--- config.mk ---
export PLATFORM = sky130hd
export DESIGN_NAME = key_conditioner
export DESIGN_NICKNAME = d
export VERILOG_FILES = /design/src/rtl/key_conditioner.sv
export SDC_FILE = /design/constraint.sdc
export NUM_CORES = 1
export LEC_CHECK = 0
export ABC_AREA = 0
export CAP_MARGIN = 20
export CORE_UTILIZATION = 59
export DETAILED_ROUTE_END_ITERATION = 6
export PLACE_DENSITY = 0.8
export SYNTH_ARGS = -nofsm -noshare
export SYNTH_HDL_FRONTEND = slang
export SYNTH_SLANG_ARGS = --single-unit
--- constraint.sdc ---
create_clock -name clock -period 2.53 [get_ports clock]
set_input_delay 0.3795 -clock clock [delete_from_list [all_inputs] [get_ports clock]]
set_output_delay 0.3795 -clock clock [all_outputs]
set_load 0.05 [all_outputs]
--- src/rtl/key_conditioner.sv ---
// key_conditioner: conditions NUM_KEYS active-low asynchronous push-buttons.
// Each channel has a two-flop synchronizer, a debounce counter and an edge
// detector. The outputs are a clean active-high level and one-cycle
// press/release pulses.
//
// Optional feature: define KEY_AUTOREPEAT_EN to make press repeat while a
// key stays held. The first repeat comes REPEAT_DELAY cycles after the
// original press, and later repeats come every REPEAT_PERIOD cycles.
//
// Ports:
//   clock          the only clock; all state updates on its rising edge
//   reset          synchronous, active-high
//   key_n          raw asynchronous keys, active-low (0 = pressed)
//   level          debounced key state, 1 = pressed (registered)
//   press          one-cycle pulse on an accepted press or repeat (registered)
//   release_pulse  one-cycle pulse on an accepted release (registered);
//                  `release` is a reserved word, hence the longer name
//   any_level      OR of all level bits (combinational from level)
module key_conditioner #(
  parameter int unsigned NUM_KEYS        = 4,
  parameter int unsigned DEBOUNCE_CYCLES = 250000,
  parameter int unsigned REPEAT_DELAY    = 25000000,
  parameter int unsigned REPEAT_PERIOD   = 5000000
) (
  input  logic                clock,
  input  logic                reset,
  input  logic [NUM_KEYS-1:0] key_n,
  output logic [NUM_KEYS-1:0] level,
  output logic [NUM_KEYS-1:0] press,
  output logic [NUM_KEYS-1:0] release_pulse,
  output logic                any_level
);

  localparam int unsigned CNT_W = $clog2(DEBOUNCE_CYCLES + 1);
  localparam logic [CNT_W-1:0] CNT_LAST = CNT_W'(DEBOUNCE_CYCLES - 1);

  // Reject illegal parameter sets at elaboration.
  if (NUM_KEYS < 1 || DEBOUNCE_CYCLES < 1 || REPEAT_DELAY < 1 || REPEAT_PERIOD < 1) begin : g_bad_param
    $error("key_conditioner: all parameters must be at least 1");
  end

  logic [NUM_KEYS-1:0] sync1;
  logic [NUM_KEYS-1:0] sync2;
  logic [CNT_W-1:0]    db_cnt     [NUM_KEYS];
  logic [CNT_W-1:0]    db_cnt_nxt [NUM_KEYS];
  logic [NUM_KEYS-1:0] level_nxt;
  logic [NUM_KEYS-1:0] press_nxt;
  logic [NUM_KEYS-1:0] release_nxt;

  // Debounce: count consecutive mismatch cycles and accept on the last one.
  always_comb begin
    for (int k = 0; k < NUM_KEYS; k++) begin
      level_nxt[k]  = level[k];
      db_cnt_nxt[k] = '0;
      if (sync2[k] != level[k]) begin
        if (db_cnt[k] == CNT_LAST) begin
          level_nxt[k] = ~level[k];
        end else begin
          db_cnt_nxt[k] = db_cnt[k] + CNT_W'(1);
        end
      end
    end
  end

`ifdef KEY_AUTOREPEAT_EN
  localparam int unsigned RPT_MAX = (REPEAT_DELAY > REPEAT_PERIOD) ? REPEAT_DELAY : REPEAT_PERIOD;
  localparam int unsigned RPT_W   = $clog2(RPT_MAX + 1);
  localparam logic [RPT_W-1:0] DLY_LAST = RPT_W'(REPEAT_DELAY - 1);
  localparam logic [RPT_W-1:0] PER_LAST = RPT_W'(REPEAT_PERIOD - 1);

  logic [RPT_W-1:0]    rpt_cnt       [NUM_KEYS];
  logic [RPT_W-1:0]    rpt_cnt_nxt   [NUM_KEYS];
  logic [NUM_KEYS-1:0] rpt_armed;
  logic [NUM_KEYS-1:0] rpt_armed_nxt;
  logic [NUM_KEYS-1:0] rpt_fire;

  // Repeat timer: runs only while level stays 1, so it never fires on the
  // release cycle. rpt_armed selects the period once the initial delay has passed.
  always_comb begin
    for (int k = 0; k < NUM_KEYS; k++) begin
      rpt_cnt_nxt[k]   = '0;
      rpt_armed_nxt[k] = 1'b0;
      rpt_fire[k]      = 1'b0;
      if (level[k] && level_nxt[k]) begin
        rpt_armed_nxt[k] = rpt_armed[k];
        if (rpt_cnt[k] == (rpt_armed[k] ? PER_LAST : DLY_LAST)) begin
          rpt_fire[k]      = 1'b1;
          rpt_armed_nxt[k] = 1'b1;
        end else begin
          rpt_cnt_nxt[k] = rpt_cnt[k] + RPT_W'(1);
        end
      end
    end
  end

  assign press_nxt = (level_nxt & ~level) | rpt_fire;
`else
  assign press_nxt = level_nxt & ~level;
`endif

  assign release_nxt = ~level_nxt & level;

  // State and output registers.
  always_ff @(posedge clock) begin
    if (reset) begin
      sync1         <= '0;
      sync2         <= '0;
      level         <= '0;
      press         <= '0;
      release_pulse <= '0;
      for (int k = 0; k < NUM_KEYS; k++) begin
        db_cnt[k] <= '0;
      end
`ifdef KEY_AUTOREPEAT_EN
      rpt_armed <= '0;
      for (int k = 0; k < NUM_KEYS; k++) begin
        rpt_cnt[k] <= '0;
      end
`endif
    end else begin
      sync1         <= ~key_n;
      sync2         <= sync1;
      level         <= level_nxt;
      press         <= press_nxt;
      release_pulse <= release_nxt;
      for (int k = 0; k < NUM_KEYS; k++) begin
        db_cnt[k] <= db_cnt_nxt[k];
      end
`ifdef KEY_AUTOREPEAT_EN
      rpt_armed <= rpt_armed_nxt;
      for (int k = 0; k < NUM_KEYS; k++) begin
        rpt_cnt[k] <= rpt_cnt_nxt[k];
      end
`endif
    end
  end

  assign any_level = |level;

endmodule

==> results of run 1 <==
==> flip-flops by register name, summed over array words and instances (netlist names) <==
name,count
sync1,4
release_pulse,4
sync2,4
press,4
level,4
db_cnt,72
==> per-layer routing <==
metal | up-vias | track usage
li1 | 1586 | -
met2 | 62 | 0.3778
met4 | 0 | 0.07994
met3 | 10 | 0.05467
met5 | - | 0
met1 | 1442 | 0.2827
==> final cells by class <==
cell class | count | area (um^2) | share of cell area
repair buffers | 24 | 225.2 | 0.05134
clock buffers | 11 | 141.4 | 0.03223
flip-flops and latches | 92 | 1842 | 0.4199
clock inverters | 5 | 75.07 | 0.01711
inverters | 12 | 45.04 | 0.01027
multi-input cells | 324 | 1962 | 0.4472
well taps | 77 | 96.34 | 0.02196
==> where the power goes <==
part	switching [mW]	internal [mW]	leakage, nW
combinational	0.0204	0.0170	0.429
sequential	0.00410	1.45	0.743
clock	0.480	0.579	0.113
total	0.504	2.05	1.28
==> worst max-delay path by stage <==
| stage | from | endpoint | cells past startpoint |
|---|---|---|---|
| 2_1_floorplan | db_cnt[3][8]$_SDFF_PP0_ | level[3]$_SDFF_PP0_ | 4 |
| 3_3_place_gp | level[2]$_SDFF_PP0_ | any_level | 2 |
| 3_5_place_dp | db_cnt[3][8]$_SDFF_PP0_ | level[3]$_SDFF_PP0_ | 4 |
| 4_1_cts | level[1]$_SDFF_PP0_ | any_level | 2 |
| 5_1_grt | level[2]$_SDFF_PP0_ | any_level | 2 |
| 6_report | level[2]$_SDFF_PP0_ | any_level | 2 |
==> cells by family after synthesis <==
family / after synthesis / share of synthesized area
simple gates: 235 / 0.3168
flops: 92 / 0.4739
xor+xnor: 57 / 0.1285
compound gates: 26 / 0.04153
buf+inv: 21 / 0.02125
fa+ha+maj: 4 / 0.01288
mux: 2 / 0.005152
==> worst reg2reg max path, stage by stage (launching register included) <==
cell,delay (ns)
dfxtp_1,0.37
or4_1,0.52
or4_4,0.51
or4b_1,0.47
o21ai_1,0.08
==> layout by cell type, fill, tap and decap left out, drive strengths merged, types with 3 or more instances in the layout <==
master and count:
clkinv 3, o31ai 5, clkdlybuf4s50 18, nand2 16, nand4 17, xnor2 48, ha 4, xor2 9
nor4 24, nor2 74, or3 5, nand3 29, nor2b 4, or4 10, a21oi 13, buf 6
and3 9, dfxtp 92, nor3 20, nand2b 11, o21ai 6, clkbuf 11, nor4b 4, inv 12
==> results.tsv, run 1 <==
metric	value	unit
most common cell in the netlist	dfxtp_1	
Die Span X	83.16	um
TNS Setup	0	ns
synthesized area	3886	um^2
cts hold-fix bufs	0	
r2r setup slk	0.52	ns
Crit Path Class	register to output port	
pin count of the biggest net entering global routing	18	
max-cap check violation count	0	
vias in the first global route	2839	
EDFF count, synth	0	
Tot Pwr	2.554	mW
crit-path max FO	5	
RR Startpoint	db_cnt[3][8]$_SDFF_PP0_	
routed length on met1	3421	um
Placed Area	4170	um^2
Worst Path Buf+Inv	1	
Setup violations, final	0	
Leakage	1.284	nW
vias after detailed routing	3100	
share of layout cells above drive strength 1	0.05769	
Seq cells post-synth	92	
DP HPWL	5014	um
clk_lat worst skew	0.35	ns
final worst-path cycle share	0.9299	
Std-Cell Rows	29	
kind of cell adding the most delay to the critical path	buffers and inverters	
Final nets	473	
Detail Route Antenna Nets	0	
Max clock buf depth	2	
Synth Instances	437	
Final Non-Filler Cells	545	
CP Data Arrival Time	1.97	ns
Fin. Hold Viols	0	
Peak VDD IR	0.0004410	V
clock-pin slew on the worst setup and hold paths	0.08	ns
Critical Path Source Type	register	
initial antenna violation count	0	
drt via density	5.688	
# fillers	487	
post-synth top area share	0.4739	
clock sink count	92	
Min-Delay Path Depth	1	
H-Tree Depth	3	
Diodes inserted	0	
Final Max Tran Viols	0	
fin worst setup slack	0.1772	ns
worst hold margin	0.4461	ns
Finished Core Util	0.6908	
slew margin rel.	0.6460	
Critical Path RT	2.15	ns
reg2reg path depth	4	
Placer Congestion	0.8309	
DP Cell Count	529	
highest routed layer	met4	
DR WL met3	291	um
DR DRC count	0	
critical-path cell list	or4_1, clkdlybuf4s50_1	
post-route minimum period	2.353	ns
TritonRoute pass-1 iters	4	
Starting Density	0.6120	
outcome	finished clean	
Worst Skew	0.009577	ns
global-route wire length before repair	12690	um
RSZ-0062 raised after global routing	false	
Ys Warns	0	
Worst Hold End	sync2[2]$_SDFF_PP0_	
IO Pins	19	
drt wl/cell	13.54	um
Synth area leaders	dfxtp_1 47%, xnor2_1 11%, nor2_1 7.1%	
average size of a mapped cell	8.893	um^2
grt ovf	0	
DIE AREA	6916	um^2
crit path capture type	output port	
Power per Cell Area	582.3	nW/um^2
Seq/Total Area, Yosys	0.4739	
FMAX	425.0	MHz
TritonCTS Buffers	9	
DRT Wirelength	7382	um
pre-CTS setup slack	0.5577	ns
Layout area overhead	12.88	%
IO Port Bufs	18	
top_reg_cell synth	dfxtp_1	
PostCTS Resize Cnt	0	
Netlist cell types	37	
Die Y	83.16	um
Worst R2R End	level[3]$_SDFF_PP0_	
Least-Margin Pin Slew	0.5293	ns
Hold Crit Class	register to register	
slowest stage delay, CP	0.72	ns
leading area contributor after synthesis	dfxtp_1	
CTS tree	yes	
1st-iter DRT viols	97	
hold path startpoint	sync1[2]$_SDFF_PP0_	
syn nets	447	
Tot GR Track Use	0.2254	
met2 WL	3577	um
most frequent cells after synthesis	92 x dfxtp_1, 74 x nor2_1, 48 x xnor2_1, 29 x nand3_1, 24 x nor4_1	
Core Area	6350	um^2
post-CTS setup buffers	0	
master of the slowest instance on the critical path	clkdlybuf4s50_1	
ys async rst share	0	
clk root buf	clkbuf_8	
Final Cell Area	4387	um^2
Power figures use the tool's default switching activity.
==> inputs of run 2 (changes only) <==
Settings changed: CAP_MARGIN 20 to 40, GPL_TIMING_DRIVEN set to 0, PLACE_DENSITY 0.8 to 0.81.
==> run 2 against run 1 <==
  * First-iteration DRC count is the same
  * Combinational power fell by 7.5%
  * Clock skew shrank 0.0018 ns
  * Register-to-register slack worse by 0.28 ns
  * Sequential share of layout area about the same
  * Worst setup slack lost 0.038 ns
  * Sequential cell count is the same
  * Non-clock buffer count increased by 2
  * Power is 0.78% higher
  * Critical path type unchanged
  * Critical endpoint unchanged
==> results.tsv, run 2 (synthesized netlist as in run 1, its figures left out) <==
metric	value	unit	change
grt ovf	0		unchanged
DP Cell Count	531		was 529
Tot Pwr	2.574	mW	was 2.554 mW
master of the slowest instance on the critical path	clkdlybuf4s50_1		unchanged
Leakage	1.274	nW	was 1.284 nW
Least-Margin Pin Slew	0.6752	ns	was 0.5293 ns
H-Tree Depth	3		unchanged
Core Area	6350	um^2	unchanged
slew margin rel.	0.5449		was 0.6460
Final Max Tran Viols	0		unchanged
DIE AREA	6916	um^2	unchanged
Crit Path Class	register to output port		unchanged
TritonRoute pass-1 iters	4		unchanged
DRT Wirelength	7557	um	was 7382 um
CP Data Arrival Time	2.01	ns	was 1.97 ns
DP HPWL	5202	um	was 5014 um
drt wl/cell	13.82	um	was 13.54 um
TritonCTS Buffers	9		unchanged
global routing usage on met2	0.3949		was 0.3778
IO Port Bufs	17		was 18
PostCTS Resize Cnt	0		unchanged
CTS tree	yes		unchanged
Worst Path Buf+Inv	1		unchanged
clock sink count	92		unchanged
Biggest register	db_cnt		unchanged
grt met3 use	0.06859		was 0.05467
Finished Core Util	0.6904		was 0.6908
Placed Area	4153	um^2	was 4170 um^2
crit-path max FO	5		unchanged
clk root buf	clkbuf_8		unchanged
clk_lat worst skew	0.36	ns	was 0.35 ns
Placer Congestion	0.8780		was 0.8309
busiest grt layer	met2		unchanged
pre-CTS setup slack	0.2662	ns	was 0.5577 ns
Layout area overhead	12.81	%	was 12.88%
Setup violations, final	0		unchanged
Detail Route Antenna Nets	0		unchanged
TNS Setup	0	ns	unchanged
drt via density	5.700		was 5.688
Critical Path RT	2.15	ns	about the same
share of layout cells above drive strength 1	0.04894		was 0.05769
most common cell after layout, fill and taps aside	dfxtp_1		unchanged
slowest stage delay, CP	0.73	ns	was 0.72 ns
crit path capture type	output port		unchanged
worst hold margin	0.4464	ns	was 0.4461 ns
met1 usage	0.2898		was 0.2827
outcome	finished clean		unchanged
critical-path cell list	or4_1, clkdlybuf4s50_1		unchanged
1st-iter DRT viols	97		unchanged
kind of cell adding the most delay to the critical path	buffers and inverters		unchanged
Final Non-Filler Cells	547		was 545
Max clock buf depth	2		unchanged
Starting Density	0.6120		unchanged
fin worst setup slack	0.1391	ns	was 0.1772 ns
Die Span X	83.16	um	unchanged
post-route minimum period	2.391	ns	was 2.353 ns
vias after detailed routing	3118		was 3100
vias in the first global route	2999		was 2839
FMAX	418.3	MHz	was 425.0 MHz
Tot GR Track Use	0.2367		was 0.2254
most frequent cells in the layout	92 x dfxtp_1, 74 x nor2_1, 48 x xnor2_1		unchanged
post-CTS setup buffers	0		unchanged
final worst-path cycle share	0.9450		was 0.9299
cts hold-fix bufs	0		unchanged
Die Y	83.16	um	unchanged
initial antenna violation count	0		unchanged
global-route wire length before repair	13250	um	was 12690 um
Final nets	475		was 473
IO Pins	19		unchanged
Std-Cell Rows	29		unchanged
pin count of the biggest net entering global routing	15		was 18
Diodes inserted	0		unchanged
Hold Crit Class	register to register		unchanged
max FFs per register	72		unchanged
RSZ-0062 raised after global routing	false		unchanged
DR DRC count	0		unchanged
Peak VDD IR	0.0004586	V	was 0.0004410 V
Fin. Hold Viols	0		unchanged
Critical Path Source Type	register		unchanged
Final Cell Area	4384	um^2	was 4387 um^2
Power per Cell Area	587.2	nW/um^2	was 582.3 nW/um^2
clock-pin slew on the worst setup and hold paths	0.08	ns	about the same
Worst Skew	0.007751	ns	was 0.009577 ns
max-cap check violation count	0		unchanged
## run 2: report_power, final
| part | internal, mW | switching [mW] |
|---|---|---|
| Sequential | 1.45 | 0.00427 |
| Clock | 0.594 | 0.488 |
| Combinational | 0.0140 | 0.0206 |
## run 2: per-layer routing
layer	wire length [um]	vias up
met5	0	-
met4	104	0
met3	298	8
met2	3626	58
met1	3527	1459
li1	-	1593
## run 2: worst paths after layout
check                                from                  endpoint  slack (ns)  depth (start not counted)
setup reg to reg  db_cnt[2][0]$_SDFF_PP0_  db_cnt[2][11]$_SDFF_PP0_        0.24                          5
hold reg to reg       sync1[1]$_SDFF_PP0_       sync2[1]$_SDFF_PP0_        0.45                          1
hold / removal        sync1[1]$_SDFF_PP0_       sync2[1]$_SDFF_PP0_        0.45                          1
setup / recovery      level[2]$_SDFF_PP0_                 any_level        0.14                          2
## run 2: cell type report
| type | instances | area [um^2] |
|---|---|---|
| sequential | 92 | 1842 |
| tap | 77 | 96.34 |
| timing repair buffer | 17 | 170.2 |
| buffer | 9 | 37.54 |
| clock buffer | 14 | 192.7 |
| fill | 501 | 1966 |
| clock inverter | 2 | 38.79 |
| inverter | 12 | 45.04 |
| multi-input combinational | 324 | 1962 |
==> inputs of run 3 (changes only) <==
Settings changed: CORE_UTILIZATION 59 to 50, PLACE_DENSITY 0.81 to 0.71.
==> run 3 against run 2 <==
  * Maximum frequency up 1.2%
  * Final cell count up 4.0%
  * Register-to-register slack gained 0.04 ns
  * Sequential power about the same
  * Power grew 2.7%
  * Critical path type unchanged
  * Critical endpoint unchanged
==> results.tsv, run 3 (synthesized netlist as in run 1, its figures left out) <==
metric	value	unit	change
outcome	finished clean		unchanged
Layout area overhead	13.75	%	was 12.81%
initial antenna violation count	0		unchanged
grt ovf	0		unchanged
CTS tree	yes		unchanged
DIE AREA	8129	um^2	was 6916 um^2
# fillers	672		was 501
Final Non-Filler Cells	569		was 547
slew margin rel.	0.5682		was 0.5449
Fin. Hold Viols	0		unchanged
Placed Area	4180	um^2	was 4153 um^2
PostCTS Resize Cnt	0		unchanged
clock-pin slew on the worst setup and hold paths	0.08	ns	about the same
DP Cell Count	553		was 531
TNS Setup	0	ns	unchanged
Crit Path Class	register to output port		unchanged
clk root buf	clkbuf_8		unchanged
FMAX	423.3	MHz	was 418.3 MHz
fin worst setup slack	0.1679	ns	was 0.1391 ns
IO Pins	19		unchanged
vias after detailed routing	3103		was 3118
post-CTS setup buffers	0		unchanged
Finished Core Util	0.5998		was 0.6904
TritonCTS Buffers	9		unchanged
Power per Cell Area	598.0	nW/um^2	was 587.2 nW/um^2
Final nets	475		unchanged
Diodes inserted	0		unchanged
RSZ-0062 raised after global routing	false		unchanged
final worst-path cycle share	0.9336		was 0.9450
Std-Cell Rows	31		was 29
cts hold-fix bufs	0		unchanged
IO Port Bufs	17		unchanged
most common cell after layout, fill and taps aside	dfxtp_1		unchanged
Starting Density	0.5273		was 0.6120
Final Cell Area	4420	um^2	was 4384 um^2
pre-CTS setup slack	0.2792	ns	was 0.2662 ns
post-route minimum period	2.362	ns	was 2.391 ns
Placer Congestion	0.8264		was 0.8780
Least-Margin Pin Slew	0.6407	ns	was 0.6752 ns
most frequent cells in the layout	92 x dfxtp_1, 74 x nor2_1, 48 x xnor2_1		unchanged
pin count of the biggest net entering global routing	16		was 15
DP HPWL	5253	um	was 5202 um
share of layout cells above drive strength 1	0.04681		was 0.04894
Peak VDD IR	0.0002711	V	was 0.0004586 V
Tot GR Track Use	0.1917		was 0.2367
Tot Pwr	2.644	mW	was 2.574 mW
Setup violations, final	0		unchanged
Critical Path RT	2.15	ns	about the same
Worst Skew	0.01185	ns	was 0.007751 ns
Biggest register	db_cnt		unchanged
H-Tree Depth	3		unchanged
Hold Crit Class	register to register		unchanged
1st-iter DRT viols	75		was 97
Die Span X	90.16	um	was 83.16 um
DR DRC count	0		unchanged
clock sink count	92		unchanged
max FFs per register	72		unchanged
DRT Wirelength	7245	um	was 7557 um
Core Area	7370	um^2	was 6350 um^2
crit path capture type	output port		unchanged
drt via density	5.453		was 5.700
Die Y	90.16	um	was 83.16 um
drt wl/cell	12.73	um	was 13.82 um
Detail Route Antenna Nets	0		unchanged
Final Max Tran Viols	0		unchanged
max-cap check violation count	0		unchanged
global-route wire length before repair	12800	um	was 13250 um
worst hold margin	0.4408	ns	was 0.4464 ns
clk_lat worst skew	0.36	ns	about the same
Critical Path Source Type	register		unchanged
TritonRoute pass-1 iters	4		unchanged
Max clock buf depth	2		unchanged
Leakage	1.275	nW	was 1.274 nW
vias in the first global route	2914		was 2999
CP Data Arrival Time	1.98	ns	was 2.01 ns
crit-path max FO	5		unchanged
run 3: power breakdown:
group / total [mW] / switching, mW / internal [mW] / leakage (nW)
clock: 1.15 / 0.493 / 0.658 / 0.120
combinational: 0.0343 / 0.0202 / 0.0141 / 0.412
sequential: 1.46 / 0.00413 / 1.45 / 0.743
run 3: worst max-delay path: stages (launching register included):
cell and delay [ns]:
dfxtp_1 0.35, or4_1 0.56, clkdlybuf4s50_1 0.72
run 3: final timing paths:
path | startpoint | to | slack, ns | depth (start not counted)
max | level[2]$_SDFF_PP0_ | any_level | 0.17 | 2
min | sync1[0]$_SDFF_PP0_ | sync2[0]$_SDFF_PP0_ | 0.44 | 1
max reg2reg | db_cnt[2][0]$_SDFF_PP0_ | db_cnt[2][15]$_SDFF_PP0_ | 0.28 | 5
min reg2reg | sync1[0]$_SDFF_PP0_ | sync2[0]$_SDFF_PP0_ | 0.44 | 1
run 3: per-layer routing:
metal | track usage | up-vias | part of all wire | routed length (um)
li1 | - | 1599 | - | -
met1 | 0.2465 | 1462 | 0.49 | 3529
met2 | 0.3098 | 33 | 0.47 | 3396
met3 | 0.04822 | 9 | 0.029 | 207
met4 | 0.07124 | 0 | 0.015 | 112
met5 | 0 | - | 0 | 0
run 3: final cells by class:
cell class,instances,area (um^2),area share
Timing Repair Buffer,17,170.2,0.03849
Sequential cell,92,1842,0.4166
Clock buffer,10,127.6,0.02887
Inverter,12,45.04,0.01019
Buffer,9,37.54,0.008491
Multi-Input combinational cell,324,1962,0.4438
Tap cell,99,123.9,0.02802
Clock inverter,6,112.6,0.02547
